===== src/rtl/traffic_pkg.sv =====
// traffic_pkg: shared phase encoding, lamp codes and countdown width for the intersection controller
package traffic_pkg;
    localparam int CNT_W = 7;
    typedef enum logic [2:0] {
        ALLRED_A = 3'd0,
        GREEN_A  = 3'd1,
        YELLOW_A = 3'd2,
        ALLRED_B = 3'd3,
        GREEN_B  = 3'd4,
        YELLOW_B = 3'd5,
        FLASH    = 3'd6
    } phase_e;
    localparam logic [2:0] LAMP_RED = 3'b100;
    localparam logic [2:0] LAMP_YEL = 3'b010;
    localparam logic [2:0] LAMP_GRN = 3'b001;
    localparam logic [2:0] LAMP_OFF = 3'b000;
    function automatic phase_e next_phase(phase_e p);
        return (p == YELLOW_B) ? ALLRED_A : phase_e'(p + 3'd1);
    endfunction
endpackage


===== src/rtl/traffic_phase_ctrl_if.sv =====
// traffic_phase_ctrl_if: tick/control inputs and lamp/countdown outputs of the phase sequencer
interface traffic_phase_ctrl_if;
    import traffic_pkg::*;
    logic             tick;
    logic             en;
    logic             night;
    logic [2:0]       light_a;
    logic [2:0]       light_b;
    logic [CNT_W-1:0] secs_left;
    logic [3:0]       bcd_tens;
    logic [3:0]       bcd_ones;
    logic [2:0]       phase;
    modport master (output tick, en, night,
                    input  light_a, light_b, secs_left, bcd_tens, bcd_ones, phase);
    modport slave  (input  tick, en, night,
                    output light_a, light_b, secs_left, bcd_tens, bcd_ones, phase);
endinterface


===== src/rtl/traffic_bcd_split.sv =====
// traffic_bcd_split: 7-bit binary (0..99) to two BCD digits
module traffic_bcd_split
    import traffic_pkg::*;
(
    input  logic [CNT_W-1:0] bin_i,
    output logic [3:0]       tens_o,
    output logic [3:0]       ones_o
);
    assign tens_o = 4'(bin_i / CNT_W'(10));
    assign ones_o = 4'(bin_i % CNT_W'(10));
endmodule


===== src/rtl/traffic_phase_ctrl.sv =====
// traffic_phase_ctrl: tick-driven A/B phase ring with night flashing override and BCD countdown
module traffic_phase_ctrl
    import traffic_pkg::*;
#(
    parameter int GREEN_S  = 25,
    parameter int YELLOW_S = 3,
    parameter int ALLRED_S = 2
) (
    input  logic                 clk,
    input  logic                 rst_n,
    traffic_phase_ctrl_if.slave  bus
);
    if (GREEN_S < 1 || GREEN_S > 99 || YELLOW_S < 1 || YELLOW_S > 99 ||
        ALLRED_S < 1 || ALLRED_S > 99) begin : g_bad_dur
        $error("traffic_phase_ctrl: duration parameters must be in 1..99");
    end

    phase_e           state_q, state_d;
    logic [CNT_W-1:0] secs_q, secs_d;
    logic             blink_q, blink_d;
    logic [2:0]       lamp_a, lamp_b;
    logic [3:0]       tens, ones;
    logic             acc;

    function automatic logic [CNT_W-1:0] dur(phase_e p);
        return (p == GREEN_A  || p == GREEN_B)  ? CNT_W'(GREEN_S)  :
               (p == YELLOW_A || p == YELLOW_B) ? CNT_W'(YELLOW_S) :
               (p == FLASH)                     ? '0 : CNT_W'(ALLRED_S);
    endfunction

    assign acc = bus.tick & bus.en;

    always_ff @(posedge clk or negedge rst_n) begin
        if (!rst_n) begin
            state_q <= ALLRED_A;
            secs_q  <= CNT_W'(ALLRED_S);
            blink_q <= 1'b0;
        end else begin
            state_q <= state_d;
            secs_q  <= secs_d;
            blink_q <= blink_d;
        end
    end

    // illegal encodings recover without waiting for a tick; night beats phase expiry
    always_comb begin
        state_d = state_q;
        secs_d  = secs_q;
        blink_d = blink_q;
        if (state_q > FLASH) begin
            state_d = ALLRED_A;
            secs_d  = CNT_W'(ALLRED_S);
            blink_d = 1'b0;
        end else if (acc) begin
            if (state_q == FLASH) begin
                if (bus.night) begin
                    blink_d = ~blink_q;
                end else begin
                    state_d = ALLRED_A;
                    secs_d  = CNT_W'(ALLRED_S);
                    blink_d = 1'b0;
                end
            end else if (bus.night) begin
                state_d = FLASH;
                secs_d  = '0;
                blink_d = 1'b1;
            end else if (secs_q > CNT_W'(1)) begin
                secs_d = secs_q - CNT_W'(1);
            end else begin
                state_d = next_phase(state_q);
                secs_d  = dur(state_d);
            end
        end
    end

    always_comb begin
        lamp_a = LAMP_RED;
        lamp_b = LAMP_RED;
        case (state_q)
            GREEN_A:  lamp_a = LAMP_GRN;
            YELLOW_A: lamp_a = LAMP_YEL;
            GREEN_B:  lamp_b = LAMP_GRN;
            YELLOW_B: lamp_b = LAMP_YEL;
            FLASH: begin
                lamp_a = blink_q ? LAMP_YEL : LAMP_OFF;
                lamp_b = blink_q ? LAMP_YEL : LAMP_OFF;
            end
            default: ;
        endcase
    end

    traffic_bcd_split u_bcd (
        .bin_i  (secs_q),
        .tens_o (tens),
        .ones_o (ones)
    );

    assign bus.light_a   = lamp_a;
    assign bus.light_b   = lamp_b;
    assign bus.secs_left = secs_q;
    assign bus.bcd_tens  = tens;
    assign bus.bcd_ones  = ones;
    assign bus.phase     = state_q;
endmodule


===== src/flat_wrapper.sv =====
// flat-port wrapper written by rule: the top's interface ports become plain ports
module traffic_phase_ctrl_flat import traffic_pkg::*;
#(
    parameter int GREEN_S  = 25,
    parameter int YELLOW_S = 3,
    parameter int ALLRED_S = 2
)
  (clk, rst_n, bus_tick, bus_en, bus_night, bus_light_a, bus_light_b, bus_secs_left, bus_bcd_tens, bus_bcd_ones, bus_phase);
  traffic_phase_ctrl_if bus_i ();
  input  logic clk;
  input  logic rst_n;
  input wire logic [$bits(bus_i.tick)-1:0] bus_tick;
  input wire logic [$bits(bus_i.en)-1:0] bus_en;
  input wire logic [$bits(bus_i.night)-1:0] bus_night;
  output wire logic [$bits(bus_i.light_a)-1:0] bus_light_a;
  output wire logic [$bits(bus_i.light_b)-1:0] bus_light_b;
  output wire logic [$bits(bus_i.secs_left)-1:0] bus_secs_left;
  output wire logic [$bits(bus_i.bcd_tens)-1:0] bus_bcd_tens;
  output wire logic [$bits(bus_i.bcd_ones)-1:0] bus_bcd_ones;
  output wire logic [$bits(bus_i.phase)-1:0] bus_phase;
  assign bus_i.tick = bus_tick;
  assign bus_i.en = bus_en;
  assign bus_i.night = bus_night;
  assign bus_light_a = bus_i.light_a;
  assign bus_light_b = bus_i.light_b;
  assign bus_secs_left = bus_i.secs_left;
  assign bus_bcd_tens = bus_i.bcd_tens;
  assign bus_bcd_ones = bus_i.bcd_ones;
  assign bus_phase = bus_i.phase;
  traffic_phase_ctrl #(.GREEN_S(GREEN_S), .YELLOW_S(YELLOW_S), .ALLRED_S(ALLRED_S)) u_core (.clk(clk), .rst_n(rst_n), .bus(bus_i));
endmodule

===== config.mk =====
export PLATFORM = sky130hd
export DESIGN_NAME = traffic_phase_ctrl_flat
export DESIGN_NICKNAME = d
export VERILOG_FILES = /design/src/rtl/traffic_pkg.sv /design/src/rtl/traffic_phase_ctrl_if.sv /design/src/rtl/traffic_bcd_split.sv /design/src/rtl/traffic_phase_ctrl.sv /design/src/flat_wrapper.sv
export SDC_FILE = /design/constraint.sdc
export NUM_CORES = 1
export LEC_CHECK = 0
export ABC_AREA = 1
export CAP_MARGIN = 0
export CORE_ASPECT_RATIO = 1.4
export CORE_MARGIN = 2
export CORE_UTILIZATION = 52
export CTS_BUF_LIST = sky130_fd_sc_hd__clkbuf_8
export DETAILED_ROUTE_END_ITERATION = 8
export GPL_TIMING_DRIVEN = 0
export HOLD_SLACK_MARGIN = 0.05
export PLACE_DENSITY = 0.95
export SLEW_MARGIN = 25
export SYNTH_ARGS = -nofsm -noshare
export SYNTH_HDL_FRONTEND = slang
export SYNTH_SLANG_ARGS = --single-unit
export TNS_END_PERCENT = 50

===== constraint.sdc =====
create_clock -name clk -period 4 [get_ports clk]
set_input_delay 1.2 -clock clk [delete_from_list [all_inputs] [get_ports clk]]
set_output_delay 1.2 -clock clk [all_outputs]
set_load 0.02 [all_outputs]

Word level (Yosys, flattened, before mapping)
Index checks and enable logic that the tools add are counted.

word-level totals
  output and inout bits = 24
  word-level logic and storage cells = 54
  flip-flop bits (word level) = 11

cells by class
  $add $sub $neg = 2
  order comparisons = 2
  div/mod/pow operators = 2
  equality and inequality tests = 12
  muxes and demuxes = 24
  reductions and logical operators = 7
  bitwise gates (word level) = 2

operator list
  operator                                                                          count
  7-bit two-way mux                                                                 8
  3-bit two-way mux                                                                 7
  3-bit equality test (second input constant)                                       6
  3-bit one-hot mux with 3 select lines                                             2
  7-bit by 4-bit divider with 7-bit output (second input constant)                  1
  7-bit by 1-bit greater-than comparator with 1-bit output (second input constant)  1
  7-bit by 4-bit modulo with 7-bit output (second input constant)                   1
  7-bit by 1-bit subtractor with 7-bit output (second input constant)               1
  3-bit by 1-bit equality test with 1-bit output (second input constant)            2
  3-bit by 2-bit equality test with 1-bit output (second input constant)            2
  1-bit two-way mux                                                                 5
  2-bit two-way mux                                                                 2
  4-bit by 2-bit inequality test with 1-bit output (second input constant)          1
  2-bit AND reduction                                                               2
  3-bit by 1-bit adder with 3-bit output (second input constant)                    1
  3-bit greater-than comparator (second input constant)                             1
  3-bit by 2-bit inequality test with 1-bit output (second input constant)          1
  3-bit AND reduction                                                               1
  3-bit nonzero test                                                                1
  1-bit logical OR                                                                  2
  2-bit nonzero test                                                                1
  1-bit AND                                                                         1
  1-bit NOT                                                                         1

Longest topological paths before layout
  depth after elaboration = 11
  depth in mapped cells = 19
  gate-level depth less buffers = 19

Modules after synthesis
Synthesis repeated with hierarchy kept, for this count alone.

unflattened totals
  cell total of the unflattened synthesis = 179
  area total of the unflattened synthesis = 1162.4 sq um

by module, submodules not included
  module              cells each  area an instance (sq um)  times used
  traffic_phase_ctrl  116         809.5                     1
  traffic_bcd_split   63          352.8                     1

Worst setup path before layout
OpenSTA, ideal clock, no wires.

  path kind = flip-flop to output port
  from = reg u_core.secs_q[4] (netlist: u_core.bus.secs_left[4])
  to = out bus_bcd_ones[1]
  data arrival time = 2261 ps
  slack = 539 ps
  cell stages (with the launch flop) = 18
  cells stage by stage = dfrtp_1 -> inv_1 -> a21oi_2 -> nand2_2 -> nand2_2 -> nand2_1 -> nand3_2 -> nand2_2 -> nand2_2 -> nand2_1 -> nand2_1 -> inv_1 -> ha_1 -> inv_1 -> nand3_2 -> nand3_2 -> nand2_1 -> nand2_1

between the ends
  longest elaborated chain between the ends = 1

ends and longest elaborated chain
  item                                     RTL line                  text
  from (decl)                              traffic_phase_ctrl.sv:19  logic [CNT_W-1:0] secs_q, secs_d;
  from (signal assigned)                   traffic_phase_ctrl.sv:36  secs_q <= CNT_W'(ALLRED_S);
  from (signal assigned)                   traffic_phase_ctrl.sv:40  secs_q <= secs_d;
  7-bit by 4-bit modulo with 7-bit output  traffic_bcd_split.sv:10   assign ones_o = 4'(bin_i % CNT_W'(10));
  to (decl)                                flat_wrapper.sv:19        output wire logic [$bits(bus_i.bcd_ones)-1:0] bus_bcd_ones;

No other way between the ends.

Worst setup path in the final report
  from = reg u_core.secs_q[5] (netlist: u_core.bus.secs_left[5])
  to = out bus_bcd_ones[2]

The elaborated chain is that of the path after synthesis.

==> reports/results.ini <==
[synth]
yosysUniqueCellTypes = 27
synth.avg_cell_area_um2 = 6.52
ys_warn_count = 0
synthSimpleGateAreaFrac_pct = 37.5
synth.area.mux_share_pct = 0
synth_compound_area_share_pct = 17.3
synthAdderAreaFrac_pct = 6.23
synth-seq-area-share_pct = 27.6
syn_nets = 164
synth_cells = 154
synth-seq-cells = 11
synth_top_family_by_area = simple AND/OR/NAND/NOR gates
synth-xor-area-share_pct = 0.873
synth_area_um2 = 1000

[timing]
layout_min_cycle_time_ns = 3.83
hold_viol_final = 0
slew_headroom_pct = 67.3
worst_slew_pin_slew_ns = 0.490
setup_violations = 0
setup_slack_ns = 0.170
fmax_mhz = 261
slew_violations = 0
fin_tns_setup_ns = 0
rsz0062_at_grt = true
finClkSkew_ns = 0.00388
period_share_pct = 95.7

[clock_network]
clk_path_buf_depth = 2
cts.root.buffer_cell = clkbuf_8
cts_tree = yes
cts_buffers = 3
cts_setup_buffers = 0
clock_latency_ns = 0.25
clock_sinks = 11
clk_pin_slew_ns = 0.05
cts_max_level = 1

[run_status]
status = finished, final reports clean

[floorplanning]
fp.dieW_um = 41.1
die_area_um2 = 2300
rows = 18
io_pins = 29
initial_utilization_pct = 55.7
core_area_um2 = 1800
dieHeight_um = 56.0

[worst_setup_path]
cp-end-kind = output pin
setup.worst_path.start_class = flop
critical_path.slowest_cell = dfrtp_1
critPathArrivalTime_ns = 2.63
timing.rr.start = u_core.bus.secs_left[1]$_DFFE_PN1P_
regToRegSetupSlack_ns = 2.16
critPathRequiredTime_ns = 2.80
crit_path_frequent_cell = nand2_1
cpPeakStageDelay_ns = 0.43
crit_fanout = 5
startpoint = u_core.bus.secs_left[5]$_DFFE_PN0P_
cp_cell_sequence = nor2_2 > nand2_1 > nand2_2 > nand2_1 > nand3_2 > nand2_2 > nand2_2 > nand2_1 > nand2_1 > inv_1 > ha_1 > inv_1 > nand3_2 > nand2_1 > inv_1 > nand3_1 > nand2_1 > dlygate4sd2_1
critPathKind = reg -> out

[place]
dpl_cell_area_um2 = 1310
place_hpwl_um = 2100
globalplace.congestion = 0.835
io_buffers = 28
dp_slack_ns = 0.120

[routing]
num_vias = 1159
drc = 0
wl_per_cell_um = 12.9
routed_via_density = 5.63
first_iter_violations = 29
drt_pre_antenna_iters = 4
wl_um = 2660
ant_nets = 0

[global_route]
grt_overflow = 0
track_usage_pct = 25.9
grt_pass1_wl_um = 4150
grt_pass1_vias = 1069
antenna_found_initial = 0
grt_max_degree = 12

[cells_and_area]
regArea_um2 = 278
drive_above_1_share_pct = 12.4
syn_to_final_growth_pct = 36.0
final_net_count = 197
final_cell_mix = 35 x nand2_1, 24 x inv_1, 24 x clkdlybuf4s50_1
diodes = 0
final_common_cell = nand2_1
fillers = 136
multi_input_area_um2 = 629
postLayoutCellArea_um2 = 1370

[min_path]
hold_path.class = reg -> reg
hp-start = u_core.blink_q$_DFFE_PN0P_

[flow_run]
maxCapViolCount = 0

layout make-up:
cell class / instances / area share (%)
clock buffer: 3 / 3.02
inverter: 26 / 7.15
buffer: 1 / 0.550
clock inverter: 1 / 0.275
sequential: 11 / 20.3
multi-input combinational: 116 / 46.1
tap: 20 / 1.83
timing repair buffer: 28 / 20.7
metrics by stage:
| step | hold slack (ns) | utilization [%] | instances |
|---|---|---|---|
| 5_1_grt | 0.643 | 75.8 | 206 |
| 2_1_floorplan | 0.536 | - | 154 |
| 6_report | 0.633 | 75.8 | 206 |
| 4_1_cts | 0.615 | 75.5 | 206 |
| 3_3_place_gp | 0.590 | 72.6 | 202 |
| 3_5_place_dp | 0.580 | 72.6 | 202 |
state kept, by name (all words and copies together) (netlist names):
name / cells
u_core.blink_q: 1
u_core.bus.phase: 3
u_core.bus.secs_left: 7
critical path: cells and delay by family (launching register included):
kind	cells	cell delay [ns]
adders and majority gates	1	0.18
DFF	1	0.43
and+or+nand+nor	13	1.25
buffers and inverters	4	0.52
metal layers:
metal | track usage, % | wire length (um) | up-vias
li1 | - | - | 567
met1 | 22.6 | 954 | 543
met2 | 48.9 | 1510 | 40
met3 | 3.60 | 131 | 9
met4 | 13.8 | 65 | 0
met5 | 0 | 0 | -
Yosys cell counts:
| cell | count | share of area [%] |
|---|---|---|
| a21oi_1 | 8 | 4.0 |
| a21oi_2 | 1 | 0.87 |
| a21oi_4 | 1 | 1.6 |
| a22oi_1 | 1 | 0.75 |
| a31oi_1 | 1 | 0.62 |
| buf_4 | 1 | 0.75 |
| dfrtp_1 | 10 | 25 |
| dfstp_2 | 1 | 2.6 |
| ha_1 | 5 | 6.2 |
| inv_1 | 24 | 9.0 |
| inv_2 | 2 | 0.75 |
| nand2_1 | 35 | 13 |
| nand2_2 | 4 | 2.5 |
| nand3_1 | 12 | 6.0 |
| nand3_2 | 3 | 3.0 |
| nand3b_1 | 1 | 0.75 |
| nand4_2 | 1 | 1.2 |
| nor2_1 | 17 | 6.4 |
| nor2_2 | 1 | 0.62 |
| nor3_1 | 6 | 3.0 |
| nor3_2 | 1 | 1.0 |
| o211ai_1 | 1 | 0.75 |
| o21ai_0 | 10 | 5.0 |
| o21ai_1 | 1 | 0.50 |
| o22ai_1 | 4 | 2.5 |
| o31ai_1 | 1 | 0.75 |
| xor2_1 | 1 | 0.87 |
path summary, 6_finish.rpt:
kind | depth (start not counted) | endpoint
min reg2reg | 2 | u_core.blink_q$_DFFE_PN0P_
max | 18 | bus_bcd_ones[2]
max in group asynchronous | 1 | u_core.bus.secs_left[4]$_DFFE_PN0P_
min in group asynchronous | 1 | u_core.blink_q$_DFFE_PN0P_
max reg2reg | 7 | u_core.bus.secs_left[3]$_DFFE_PN0P_
min | 2 | u_core.blink_q$_DFFE_PN0P_
logic make-up after synthesis:
family / count (synthesis)
compound gates: 29
simple gates: 81
buf+inv: 27
flops: 11
fa+ha+maj: 5
xor+xnor: 1
repair_timing:
| action | 4_1_cts | 5_1_grt |
|---|---|---|
| endpoints found under the setup margin | 4 | 3 |
| hold buffers | 0 | 0 |
| resized for setup | 6 | 2 |
Power is left out: the tool's default activity adds up to more than one toggle a clock period on the data nets, which glitch-free logic cannot reach.
